## config.mk

```make
export PLATFORM = sky130hd
export DESIGN_NAME = gene_pair_aligner_flat
export DESIGN_NICKNAME = d
export VERILOG_FILES = /design/src/rtl/neat_pkg.sv /design/src/rtl/gene_pair_aligner_if.sv /design/src/rtl/gene_key_cmp.sv /design/src/rtl/gene_pair_aligner.sv /design/src/flat_wrapper.sv
export SDC_FILE = /design/constraint.sdc
export NUM_CORES = 1
export LEC_CHECK = 0
export CAP_MARGIN = 10
export CORE_ASPECT_RATIO = 1.2
export CORE_UTILIZATION = 45
export DETAILED_ROUTE_END_ITERATION = 10
export PLACE_DENSITY = 0.84
export REMOVE_ABC_BUFFERS = 1
export SLEW_MARGIN = 15
export SYNTH_ARGS = -nofsm -noshare
export SYNTH_HDL_FRONTEND = slang
export SYNTH_SLANG_ARGS = --single-unit
```

## constraint.sdc

```tcl
create_clock -name clk -period 4.2 [get_ports clk]
set_clock_uncertainty 0.2 [all_clocks]
set_input_delay 0.84 -clock clk [delete_from_list [all_inputs] [get_ports clk]]
set_output_delay 0.84 -clock clk [all_outputs]
set_load 0.01 [all_outputs]
```

## src/rtl/neat_pkg.sv

```systemverilog
// Shared constants for the NEAT genome datapath: gene field layout, cfg word layout
// and the aligner FSM encoding.
package neat_pkg;

    localparam int DEF_GENE_SZ = 64;
    localparam int DEF_ATTR_SZ = 8;
    localparam int DEF_KEY_SZ  = 16;
    localparam int DEF_CNT_SZ  = 16;

    // Gene layout: {attr[63:56], key[55:40] (bit 55 = gene type), payload[39:0]}
    localparam int KEY_MSB  = DEF_GENE_SZ - DEF_ATTR_SZ - 1;
    localparam int KEY_LSB  = KEY_MSB - DEF_KEY_SZ + 1;
    localparam int TYPE_BIT = KEY_MSB;

    localparam int FIT_SZ     = 8;
    localparam int P1_FIT_MSB = 63;
    localparam int P2_FIT_MSB = 55;

    typedef enum logic {
        ST_IDLE  = 1'b0,
        ST_MERGE = 1'b1
    } state_e;

endpackage

```

## src/rtl/gene_pair_aligner_if.sv

```systemverilog
// Parent gene streams in, gene-pair / setup bus out towards crossover_perturb.
interface gene_pair_aligner_if #(
    parameter int GENE_SZ = neat_pkg::DEF_GENE_SZ
);
    logic               p1_valid;
    logic [GENE_SZ-1:0] p1_gene;
    logic               p1_last;
    logic               p1_ready;
    logic               p2_valid;
    logic [GENE_SZ-1:0] p2_gene;
    logic               p2_last;
    logic               p2_ready;
    logic               setup;
    logic [GENE_SZ-1:0] data_out1;
    logic [GENE_SZ-1:0] data_out2;
    logic               pair_valid;

    modport master (
        output p1_valid, p1_gene, p1_last,
        output p2_valid, p2_gene, p2_last,
        input  p1_ready, p2_ready,
        input  setup, data_out1, data_out2, pair_valid
    );

    modport slave (
        input  p1_valid, p1_gene, p1_last,
        input  p2_valid, p2_gene, p2_last,
        output p1_ready, p2_ready,
        output setup, data_out1, data_out2, pair_valid
    );
endinterface

```

## src/rtl/gene_key_cmp.sv

```systemverilog
// Extracts the innovation key from two genes and compares them (unsigned).
module gene_key_cmp
    import neat_pkg::*;
#(
    parameter int GENE_SZ = DEF_GENE_SZ,
    parameter int ATTR_SZ = DEF_ATTR_SZ,
    parameter int KEY_SZ  = DEF_KEY_SZ
) (
    input  logic [GENE_SZ-1:0] gene_a,
    input  logic [GENE_SZ-1:0] gene_b,
    output logic               eq,
    output logic               lt
);
    localparam int KMSB = GENE_SZ - ATTR_SZ - 1;
    localparam int KLSB = KMSB - KEY_SZ + 1;

    logic [KEY_SZ-1:0] key_a;
    logic [KEY_SZ-1:0] key_b;
    logic              unused_bits;

    assign key_a = gene_a[KMSB -: KEY_SZ];
    assign key_b = gene_b[KMSB -: KEY_SZ];

    // Attribute and payload fields play no part in alignment.
    assign unused_bits = ^{gene_a[GENE_SZ-1:KMSB+1], gene_a[KLSB-1:0],
                           gene_b[GENE_SZ-1:KMSB+1], gene_b[KLSB-1:0]};

    assign eq = (key_a == key_b);
    assign lt = (key_a < key_b);
endmodule

```

## src/rtl/gene_pair_aligner.sv

```systemverilog
// Aligns two key-sorted parent gene streams into matched / fitter-parent pairs and
// drives the setup word on every non-pair cycle for crossover_perturb.
//
//   state    | meaning
//   ---------+-----------------------------------------------------------
//   ST_IDLE  | waiting for start; output bus carries the setup word
//   ST_MERGE | popping heads, one pair decision per cycle until both ends
module gene_pair_aligner
    import neat_pkg::*;
#(
    parameter int GENE_SZ = DEF_GENE_SZ,
    parameter int ATTR_SZ = DEF_ATTR_SZ,
    parameter int KEY_SZ  = DEF_KEY_SZ,
    parameter int CNT_SZ  = DEF_CNT_SZ
) (
    input  logic               clk,
    input  logic               rst_n,
    input  logic               start,
    input  logic [GENE_SZ-1:0] cfg_word,
    input  logic [ATTR_SZ-1:0] child_id,
    gene_pair_aligner_if.slave bus,
    output logic               busy,
    output logic               done,
    output logic [CNT_SZ-1:0]  pair_count,
    output logic [CNT_SZ-1:0]  drop_count
);
    state_e             state_q, state_d;
    logic [GENE_SZ-1:0] cfg_q, cfg_d;
    logic [ATTR_SZ-1:0] child_q, child_d;
    logic               fit_sel_q, fit_sel_d;
    logic               end1_q, end1_d;
    logic               end2_q, end2_d;
    logic [CNT_SZ-1:0]  pair_cnt_q, pair_cnt_d;
    logic [CNT_SZ-1:0]  drop_cnt_q, drop_cnt_d;
    logic               setup_q, setup_d;
    logic [GENE_SZ-1:0] data1_q, data1_d;
    logic [GENE_SZ-1:0] data2_q, data2_d;
    logic               done_q, done_d;

    logic               key_eq, key_lt;
    logic               pop1, pop2, emit;
    logic [GENE_SZ-1:0] pair1, pair2;

    gene_key_cmp #(
        .GENE_SZ (GENE_SZ),
        .ATTR_SZ (ATTR_SZ),
        .KEY_SZ  (KEY_SZ)
    ) u_key_cmp (
        .gene_a (bus.p1_gene),
        .gene_b (bus.p2_gene),
        .eq     (key_eq),
        .lt     (key_lt)
    );

    always_comb begin
        state_d    = state_q;
        cfg_d      = cfg_q;
        child_d    = child_q;
        fit_sel_d  = fit_sel_q;
        end1_d     = end1_q;
        end2_d     = end2_q;
        pair_cnt_d = pair_cnt_q;
        drop_cnt_d = drop_cnt_q;
        done_d     = 1'b0;
        pop1       = 1'b0;
        pop2       = 1'b0;
        emit       = 1'b0;
        pair1      = '0;
        pair2      = '0;

        case (state_q)
            ST_IDLE: begin
                if (start) begin
                    state_d    = ST_MERGE;
                    cfg_d      = cfg_word;
                    child_d    = child_id;
                    // Ties favour parent 1, same bias rule as downstream.
                    fit_sel_d  = cfg_word[P2_FIT_MSB -: FIT_SZ] > cfg_word[P1_FIT_MSB -: FIT_SZ];
                    end1_d     = 1'b0;
                    end2_d     = 1'b0;
                    pair_cnt_d = '0;
                    drop_cnt_d = '0;
                end
            end
            ST_MERGE: begin
                if (!end1_q && !end2_q) begin
                    if (bus.p1_valid && bus.p2_valid) begin
                        if (key_eq) begin
                            pop1  = 1'b1;
                            pop2  = 1'b1;
                            emit  = 1'b1;
                            pair1 = bus.p1_gene;
                            pair2 = bus.p2_gene;
                        end else if (key_lt) begin
                            pop1  = 1'b1;
                            emit  = !fit_sel_q;
                            pair1 = bus.p1_gene;
                            pair2 = bus.p1_gene;
                        end else begin
                            pop2  = 1'b1;
                            emit  = fit_sel_q;
                            pair1 = bus.p2_gene;
                            pair2 = bus.p2_gene;
                        end
                    end
                end else if (!end1_q) begin
                    if (bus.p1_valid) begin
                        pop1  = 1'b1;
                        emit  = !fit_sel_q;
                        pair1 = bus.p1_gene;
                        pair2 = bus.p1_gene;
                    end
                end else if (!end2_q) begin
                    if (bus.p2_valid) begin
                        pop2  = 1'b1;
                        emit  = fit_sel_q;
                        pair1 = bus.p2_gene;
                        pair2 = bus.p2_gene;
                    end
                end

                end1_d = end1_q | (pop1 & bus.p1_last);
                end2_d = end2_q | (pop2 & bus.p2_last);

                if (emit) begin
                    pair_cnt_d = (&pair_cnt_q) ? pair_cnt_q : pair_cnt_q + 1'b1;
                end else if (pop1 || pop2) begin
                    drop_cnt_d = (&drop_cnt_q) ? drop_cnt_q : drop_cnt_q + 1'b1;
                end

                if (end1_d && end2_d) begin
                    state_d = ST_IDLE;
                    done_d  = 1'b1;
                end
            end
            default: state_d = ST_IDLE;
        endcase

        // Next-cycle config is used so the first setup word already carries it.
        if (emit) begin
            setup_d = 1'b0;
            data1_d = pair1;
            data2_d = pair2;
        end else begin
            setup_d = 1'b1;
            data1_d = cfg_d;
            data2_d = {{(GENE_SZ-ATTR_SZ){1'b0}}, child_d};
        end
    end

    always_ff @(posedge clk or negedge rst_n) begin
        if (!rst_n) begin
            state_q    <= ST_IDLE;
            cfg_q      <= '0;
            child_q    <= '0;
            fit_sel_q  <= 1'b0;
            end1_q     <= 1'b0;
            end2_q     <= 1'b0;
            pair_cnt_q <= '0;
            drop_cnt_q <= '0;
            setup_q    <= 1'b1;
            data1_q    <= '0;
            data2_q    <= '0;
            done_q     <= 1'b0;
        end else begin
            state_q    <= state_d;
            cfg_q      <= cfg_d;
            child_q    <= child_d;
            fit_sel_q  <= fit_sel_d;
            end1_q     <= end1_d;
            end2_q     <= end2_d;
            pair_cnt_q <= pair_cnt_d;
            drop_cnt_q <= drop_cnt_d;
            setup_q    <= setup_d;
            data1_q    <= data1_d;
            data2_q    <= data2_d;
            done_q     <= done_d;
        end
    end

    assign bus.p1_ready   = pop1;
    assign bus.p2_ready   = pop2;
    assign bus.setup      = setup_q;
    assign bus.pair_valid = ~setup_q;
    assign bus.data_out1  = data1_q;
    assign bus.data_out2  = data2_q;
    assign busy           = (state_q == ST_MERGE);
    assign done           = done_q;
    assign pair_count     = pair_cnt_q;
    assign drop_count     = drop_cnt_q;
endmodule
```

## src/flat_wrapper.sv

```systemverilog
// flat-port wrapper written by rule: the top's interface ports become plain ports
module gene_pair_aligner_flat import neat_pkg::*;
#(
    parameter int GENE_SZ = DEF_GENE_SZ,
    parameter int ATTR_SZ = DEF_ATTR_SZ,
    parameter int KEY_SZ  = DEF_KEY_SZ,
    parameter int CNT_SZ  = DEF_CNT_SZ
)
  (clk, rst_n, start, cfg_word, child_id, busy, done, pair_count, drop_count, bus_p1_valid, bus_p1_gene, bus_p1_last, bus_p2_valid, bus_p2_gene, bus_p2_last, bus_p1_ready, bus_p2_ready, bus_setup, bus_data_out1, bus_data_out2, bus_pair_valid);
  gene_pair_aligner_if #(.GENE_SZ(GENE_SZ)) bus_i ();
  input  logic clk;
  input  logic rst_n;
  input  logic start;
  input  logic [GENE_SZ-1:0] cfg_word;
  input  logic [ATTR_SZ-1:0] child_id;
  output logic busy;
  output logic done;
  output logic [CNT_SZ-1:0] pair_count;
  output logic [CNT_SZ-1:0] drop_count;
  input wire logic [$bits(bus_i.p1_valid)-1:0] bus_p1_valid;
  input wire logic [$bits(bus_i.p1_gene)-1:0] bus_p1_gene;
  input wire logic [$bits(bus_i.p1_last)-1:0] bus_p1_last;
  input wire logic [$bits(bus_i.p2_valid)-1:0] bus_p2_valid;
  input wire logic [$bits(bus_i.p2_gene)-1:0] bus_p2_gene;
  input wire logic [$bits(bus_i.p2_last)-1:0] bus_p2_last;
  output wire logic [$bits(bus_i.p1_ready)-1:0] bus_p1_ready;
  output wire logic [$bits(bus_i.p2_ready)-1:0] bus_p2_ready;
  output wire logic [$bits(bus_i.setup)-1:0] bus_setup;
  output wire logic [$bits(bus_i.data_out1)-1:0] bus_data_out1;
  output wire logic [$bits(bus_i.data_out2)-1:0] bus_data_out2;
  output wire logic [$bits(bus_i.pair_valid)-1:0] bus_pair_valid;
  assign bus_i.p1_valid = bus_p1_valid;
  assign bus_i.p1_gene = bus_p1_gene;
  assign bus_i.p1_last = bus_p1_last;
  assign bus_i.p2_valid = bus_p2_valid;
  assign bus_i.p2_gene = bus_p2_gene;
  assign bus_i.p2_last = bus_p2_last;
  assign bus_p1_ready = bus_i.p1_ready;
  assign bus_p2_ready = bus_i.p2_ready;
  assign bus_setup = bus_i.setup;
  assign bus_data_out1 = bus_i.data_out1;
  assign bus_data_out2 = bus_i.data_out2;
  assign bus_pair_valid = bus_i.pair_valid;
  gene_pair_aligner #(.GENE_SZ(GENE_SZ), .ATTR_SZ(ATTR_SZ), .KEY_SZ(KEY_SZ), .CNT_SZ(CNT_SZ)) u_core (.clk(clk), .rst_n(rst_n), .start(start), .cfg_word(cfg_word), .child_id(child_id), .bus(bus_i), .busy(busy), .done(done), .pair_count(pair_count), .drop_count(drop_count));
endmodule
```

; Yosys cells after proc, flatten, opt, wreduce, memory -nomap -nowiden
; Index checks and enable logic that the tools add are counted.
[word_totals]
wordCells = 104
regBits = 238
in_bits = 207
[classes]
add_sub_neg = 2
n_bitwise = 6
muxes = 63
n_eq_ne = 7
magnitude_cmp = 2
n_reduce_logical = 12
[op_table]
columns = cell, n
row1 = $mux 64, 17
row2 = $mux 16, 6
row3 = $pmux 16 s2, 2
row4 = $mux 1, 33
row5 = $add 16x1->16 const B, 2
row6 = $reduce_and 16->1, 2
row7 = $eq 16x16->1, 1
row8 = $lt 16x16->1, 1
row9 = $mux 8, 2
row10 = $ne 2x2->1 const B, 6
row11 = $gt 8x8->1, 1
row12 = $pmux 1 s2, 3
row13 = $reduce_and 4->1, 1
row14 = $logic_and 1x1->1, 3
row15 = $logic_not 1->1, 3
row16 = $reduce_and 3->1, 1
row17 = $and 1x1->1, 2
row18 = $not 1->1, 2
row19 = $or 1x1->1, 2
row20 = $reduce_and 2->1, 1
row21 = $logic_or 1x1->1, 1

; Logic depth before layout (Yosys ltp)
[depth]
depth_word = 11
ltp_mapped = 14

; Cells and area by module
; From an unflattened synthesis, not the netlist that was laid out.
[unflattened]
hier_cells = 1236
area_unflattened_um2 = 11912.7
[by_module_without_submodules]
columns = module, area_per_inst_um2, n_inst, cells_each, seq_area_each_um2
row1 = gene_pair_aligner, 11513.5, 1, 1180, 5957.0
row2 = gene_key_cmp, 399.1, 1, 56, 0.0

; Worst setup path before layout
; Ideal clock, no wire load.
[synth_path]
kind = input port to output port
from = in bus_p2_gene[47]
to = out bus_p2_ready
n_path_buf = 0
setup_slack_ns = 0.495
cell_stages = 8
t_arrival_ns = 2.665
required_time_ns = 3.160
path_cell_list = inv_1 -> ha_1 -> a41o_1 -> a21oi_2 -> o22ai_2 -> or4_4 -> a31o_1 -> and2_1
[synth_via]
elab_chain_len = 7
[synth_rtl]
columns = item, line_no
row1 = from (decl), flat_wrapper.sv:24  ; input wire logic [$bits(bus_i.p2_gene)-1:0] bus_p2_gene;
row2 = $lt 16x16->1, gene_key_cmp.sv:29  ; assign lt = (key_a < key_b);
row3 = $mux 1, gene_pair_aligner.sv:94  ; end else if (key_lt) begin
row4 = $mux 1 *, gene_pair_aligner.sv:88  ; if (key_eq) begin
row5 = $mux 1 *, gene_pair_aligner.sv:87  ; if (bus.p1_valid && bus.p2_valid) begin
row6 = $mux 1 *, gene_pair_aligner.sv:86  ; if (!end1_q && !end2_q) begin
row7 = $mux 1 * (2 in series), gene_pair_aligner.sv:71  ; case (state_q)
row8 = to (decl), flat_wrapper.sv:27  ; output wire logic [$bits(bus_i.p2_ready)-1:0] bus_p2_ready;
; Mark *: on every way between the ends. The rest lies on a longest branch, timed or not. The select of a mux whose other input is x is not followed.

; Worst setup path in the final report
[layout_path]
from = in bus_p1_gene[54]
to = out bus_p2_ready
[layout_via]
elab_chain_len = 7
[layout_rtl]
columns = item, line_no
row1 = from (decl), flat_wrapper.sv:21  ; input wire logic [$bits(bus_i.p1_gene)-1:0] bus_p1_gene;
row2 = $lt 16x16->1, gene_key_cmp.sv:29
row3 = $mux 1, gene_pair_aligner.sv:94
row4 = $mux 1 *, gene_pair_aligner.sv:88
row5 = $mux 1 *, gene_pair_aligner.sv:87
row6 = $mux 1 *, gene_pair_aligner.sv:86
row7 = $mux 1 * (2 in series), gene_pair_aligner.sv:71
; Marks and branches as above.

==> impl_summary.log <==
[metrics] CTS H-tree lvls: 1
[metrics] Post-Place Worst Slack: -0.6022 ns
[metrics] first-pass GRT wire length: 67,120 um
[metrics] die height: 186.6 um
[metrics] Setup Crit Path Kind: input port to output port
[metrics] number of hold violations in the final report: 0
[metrics] sequential area share after synthesis: 0.4661
[metrics] routed wire length: 43,830 um
[metrics] post-synth top area share: 0.4641
[metrics] Layout Nets: 1,961
[metrics] TritonCTS Buffers: 26
[metrics] clock tree from TritonCTS: yes
[metrics] run status: finished clean
[metrics] Overall Power: 11.76 mW
[metrics] area added between synthesis and finish: 43.02%
[metrics] cell type contributing the most total cell area after synthesis: sky130_fd_sc_hd__dfrtp_1
[metrics] required time reported for the critical path endpoint: 3.16 ns
[metrics] Pwr Density: 643.4 nW/um2
[metrics] hold buffer count at cts: 0
[metrics] cell count after synthesis: 1,372
[metrics] worst IR drop on VDD: 338.2 uV
[metrics] DIE WIDTH: 155.8 um
[metrics] final cell count without fillers: 2,132
[metrics] average routed wire per standard cell: 20.56 um
[metrics] antenna-violating nets left: 0
[metrics] Max Slew Vio Count: 0
[metrics] largest buffer count on any clock path: 3
[metrics] DIE AREA: 29,080 um2
[metrics] number of library cell types mapped by synthesis: 56
[metrics] sum of negative setup slack: 0 ns
[metrics] cell at the root of the clock tree: sky130_fd_sc_hd__clkbuf_16
[metrics] top cells by area, synth: sky130_fd_sc_hd__dfrtp_1 46%, sky130_fd_sc_hd__mux2_2 10%, sky130_fd_sc_hd__nand2_1 9.8%, sky130_fd_sc_hd__a21oi_1 5.8%, sky130_fd_sc_hd__a221o_1 5.0%
[metrics] Clock Pin Slew Worst Setup and Hold Paths: 0.06 ns
[metrics] Post-Synthesis Cell Area: 12,780 um2
[metrics] number of antenna violations at the first check in global routing: 8
[metrics] Inst Count DP: 2,073
[metrics] clock tree sinks: 238
[metrics] highest cell delay on the worst timing path: 0.54 ns
[metrics] cell chain of the critical path: clkdlybuf4s50_1 -> ha_1 -> nand4_4 -> or2_4 -> o22ai_2 -> or4_4 -> a31o_1 -> and2_1 -> buf_2
[metrics] number of primary I/O pins: 373
[metrics] Post-DP HPWL: 27,950 um
[metrics] Placed Instance Area: 17,150 um2
[metrics] crit-path max FO: 4
[metrics] Slew @ Worst Pin: 1.094 ns
[metrics] min-delay worst type: input port to asynchronous set/reset pin
[metrics] filler cell count in the final layout: 2,144
[metrics] average cell area after synthesis: 9.315 um2
[metrics] Skew-Pair Late Insertion Delay: 0.53 ns
[metrics] Max Cap Violations: 0
[metrics] Peak Freq: 0.2410 GHz
[metrics] post-detailed-route via-to-cell ratio: 5.840
[metrics] number of remaining DRC errors: 0
[metrics] critical path data arrival time: 3.11 ns
[metrics] Max-slew headroom: 0.2705
[metrics] starting density of the core: 0.4578
[metrics] number of DRC violations after detailed-routing iteration 0: 840
[metrics] total number of vias: 12,450
[metrics] type of destination of the critical path: output port
[metrics] Top FF cell, synth: sky130_fd_sc_hd__dfrtp_1
[metrics] fraction of layout instances using a drive strength above 1: 0.1494
[metrics] Final setup violation count: 0
[metrics] Floorplan Core Area: 27,920 um2
[metrics] Final GP Congestion: 0.8617
[metrics] first-pass iteration count of the detailed router: 5
[metrics] category of the worst setup path launch point: input port
[metrics] Non-Filler Cell Area, Final: 18,280 um2
[metrics] number of warning messages in the yosys log: 0
[metrics] total global routing overflow: 0
[metrics] EDFF count, synth: 0
[metrics] combined global-route utilization of all metal layers: 0.2931
[metrics] worst slack on hold paths: 0.1654 ns
[metrics] register bit count reported by yosys: 238
[metrics] vias in the first global route: 12,500
[metrics] IO buf count: 372
[metrics] CP max stage cell: sky130_fd_sc_hd__or4_4
[metrics] static leakage: 8.060 nW
[metrics] period utilisation layout: 0.9880
[metrics] Cell Rows: 67
[metrics] worst path setup slack after routing: 0.05028 ns
[metrics] final critical delay including setup and external delays: 4.150 ns
[metrics] Finished Core Util: 0.6547
[metrics] post-synthesis async set-or-reset flop share: 1.000
[metrics] largest net degree at the start of global routing: 106
-- Yosys cell counts, types with 6 or more instances --
| cell type | n |
|---|---|
| sky130_fd_sc_hd__o2bb2ai_1 | 72 |
| sky130_fd_sc_hd__buf_2 | 8 |
| sky130_fd_sc_hd__nand2_1 | 333 |
| sky130_fd_sc_hd__inv_1 | 35 |
| sky130_fd_sc_hd__o221ai_1 | 8 |
| sky130_fd_sc_hd__mux2i_1 | 6 |
| sky130_fd_sc_hd__clkbuf_1 | 86 |
| sky130_fd_sc_hd__nor3_1 | 6 |
| sky130_fd_sc_hd__a21oi_1 | 148 |
| sky130_fd_sc_hd__dfrtp_1 | 237 |
| sky130_fd_sc_hd__ha_1 | 26 |
| sky130_fd_sc_hd__nand3_1 | 21 |
| sky130_fd_sc_hd__a221o_1 | 64 |
| sky130_fd_sc_hd__and3_1 | 13 |
| sky130_fd_sc_hd__nor2_1 | 69 |
| sky130_fd_sc_hd__nand3b_1 | 7 |
| sky130_fd_sc_hd__buf_1 | 10 |
| sky130_fd_sc_hd__mux2_2 | 113 |
| sky130_fd_sc_hd__nand4_1 | 6 |
| sky130_fd_sc_hd__o21ai_0 | 38 |
-- metal layers --
layer	routed length, um	GRT usage	part of all wire	up-vias
li1	-	-	-	5622
met1	16680	0.3558	0.38	5980
met2	21340	0.4885	0.49	707
met3	3814	0.06154	0.087	137
met4	1969	0.1497	0.045	4
met5	31	0	0.00071	-
-- critical path, delay by kind of cell --
family,cells,cell delay (ns)
AO/OA/AOI/OAI,2,0.32
adder cells (fa/ha/maj),1,0.29
buffers and inverters,2,0.67
AND/OR/NAND/NOR,4,0.98
-- worst paths after layout --
kind | endpoint | start | slack (ns) | cells past startpoint
worst max-delay path | bus_p2_ready | bus_p1_gene[54] | 0.05 | 9
worst min-delay path | u_core.drop_count[4]$_DFFE_PN0P_ | rst_n | 0.17 | 1
worst max register to register | u_core.drop_count[5]$_DFFE_PN0P_ | u_core.end2_q$_DFFE_PN0P_ | 1.15 | 9
worst min register to register | u_core.cfg_q[14]$_DFF_PN0_ | u_core.cfg_q[14]$_DFF_PN0_ | 0.27 | 2
max in group asynchronous | u_core.bus.data_out2[59]$_DFF_PN0_ | rst_n | 2.79 | 2
min in group clk | u_core.cfg_q[14]$_DFF_PN0_ | u_core.cfg_q[14]$_DFF_PN0_ | 0.27 | 2
-- area by class of cell --
cell class / count / area (um2) / share of cell area
multi-input cells: 990 / 6434 / 0.3520
flip-flops and latches: 238 / 5957 / 0.3259
repair buffers: 436 / 4313 / 0.2360
clock buffers: 33 / 738.2 / 0.04039
well taps: 379 / 474.2 / 0.02594
clock inverters: 14 / 210.2 / 0.01150
inverters: 36 / 136.4 / 0.007462
diodes: 6 / 15.01 / 0.0008215
-- sequential cells by signal (all words and copies together), names as in the netlist, 8 cells and up --
| name | flops |
|---|---|
| u_core.drop_count | 16 |
| u_core.pair_count | 16 |
| u_core.child_q | 8 |
| u_core.bus.data_out1 | 64 |
| u_core.bus.data_out2 | 64 |
| u_core.cfg_q | 64 |
-- power breakdown --
part	internal, mW	switching (mW)
logic	2.62	3.03
clock network	1.55	0.984
registers	3.18	0.393
-- cells by family (layout without fill, tap and decap cells) --
logic type | count (synthesis) | in the layout | share of synthesized area
compound gates | 362 | 362 | 0.2009
fa+ha+maj | 26 | 26 | 0.02546
buf+inv | 144 | 519 | 0.04553
flops | 238 | 238 | 0.4661
mux | 119 | 119 | 0.1043
other cells | 0 | 6 | 0
simple gates | 483 | 483 | 0.1577
-- cells in the final DEF (no fill, tap or decap), drive strengths merged, types with 7 or more instances in the layout --
cell type      count
a221o             64
dfrtp            237
clkdlybuf4s50    351
o21ai             40
o221ai             8
a21oi            149
o2bb2ai           72
ha                26
inv               37
nor2              69
nand3             21
nand2            333
nand4              7
clkbuf            33
buf               67
dlygate4sd2       15
nand3b             7
and3              13
mux2             113
-- repair_timing --
item                       CTS  global route
gates resized for setup     36             9
pin swaps                   16             4
setup endpoints to repair    2             2
setup buffers                5             1
(Power assumes the default switching activity.)
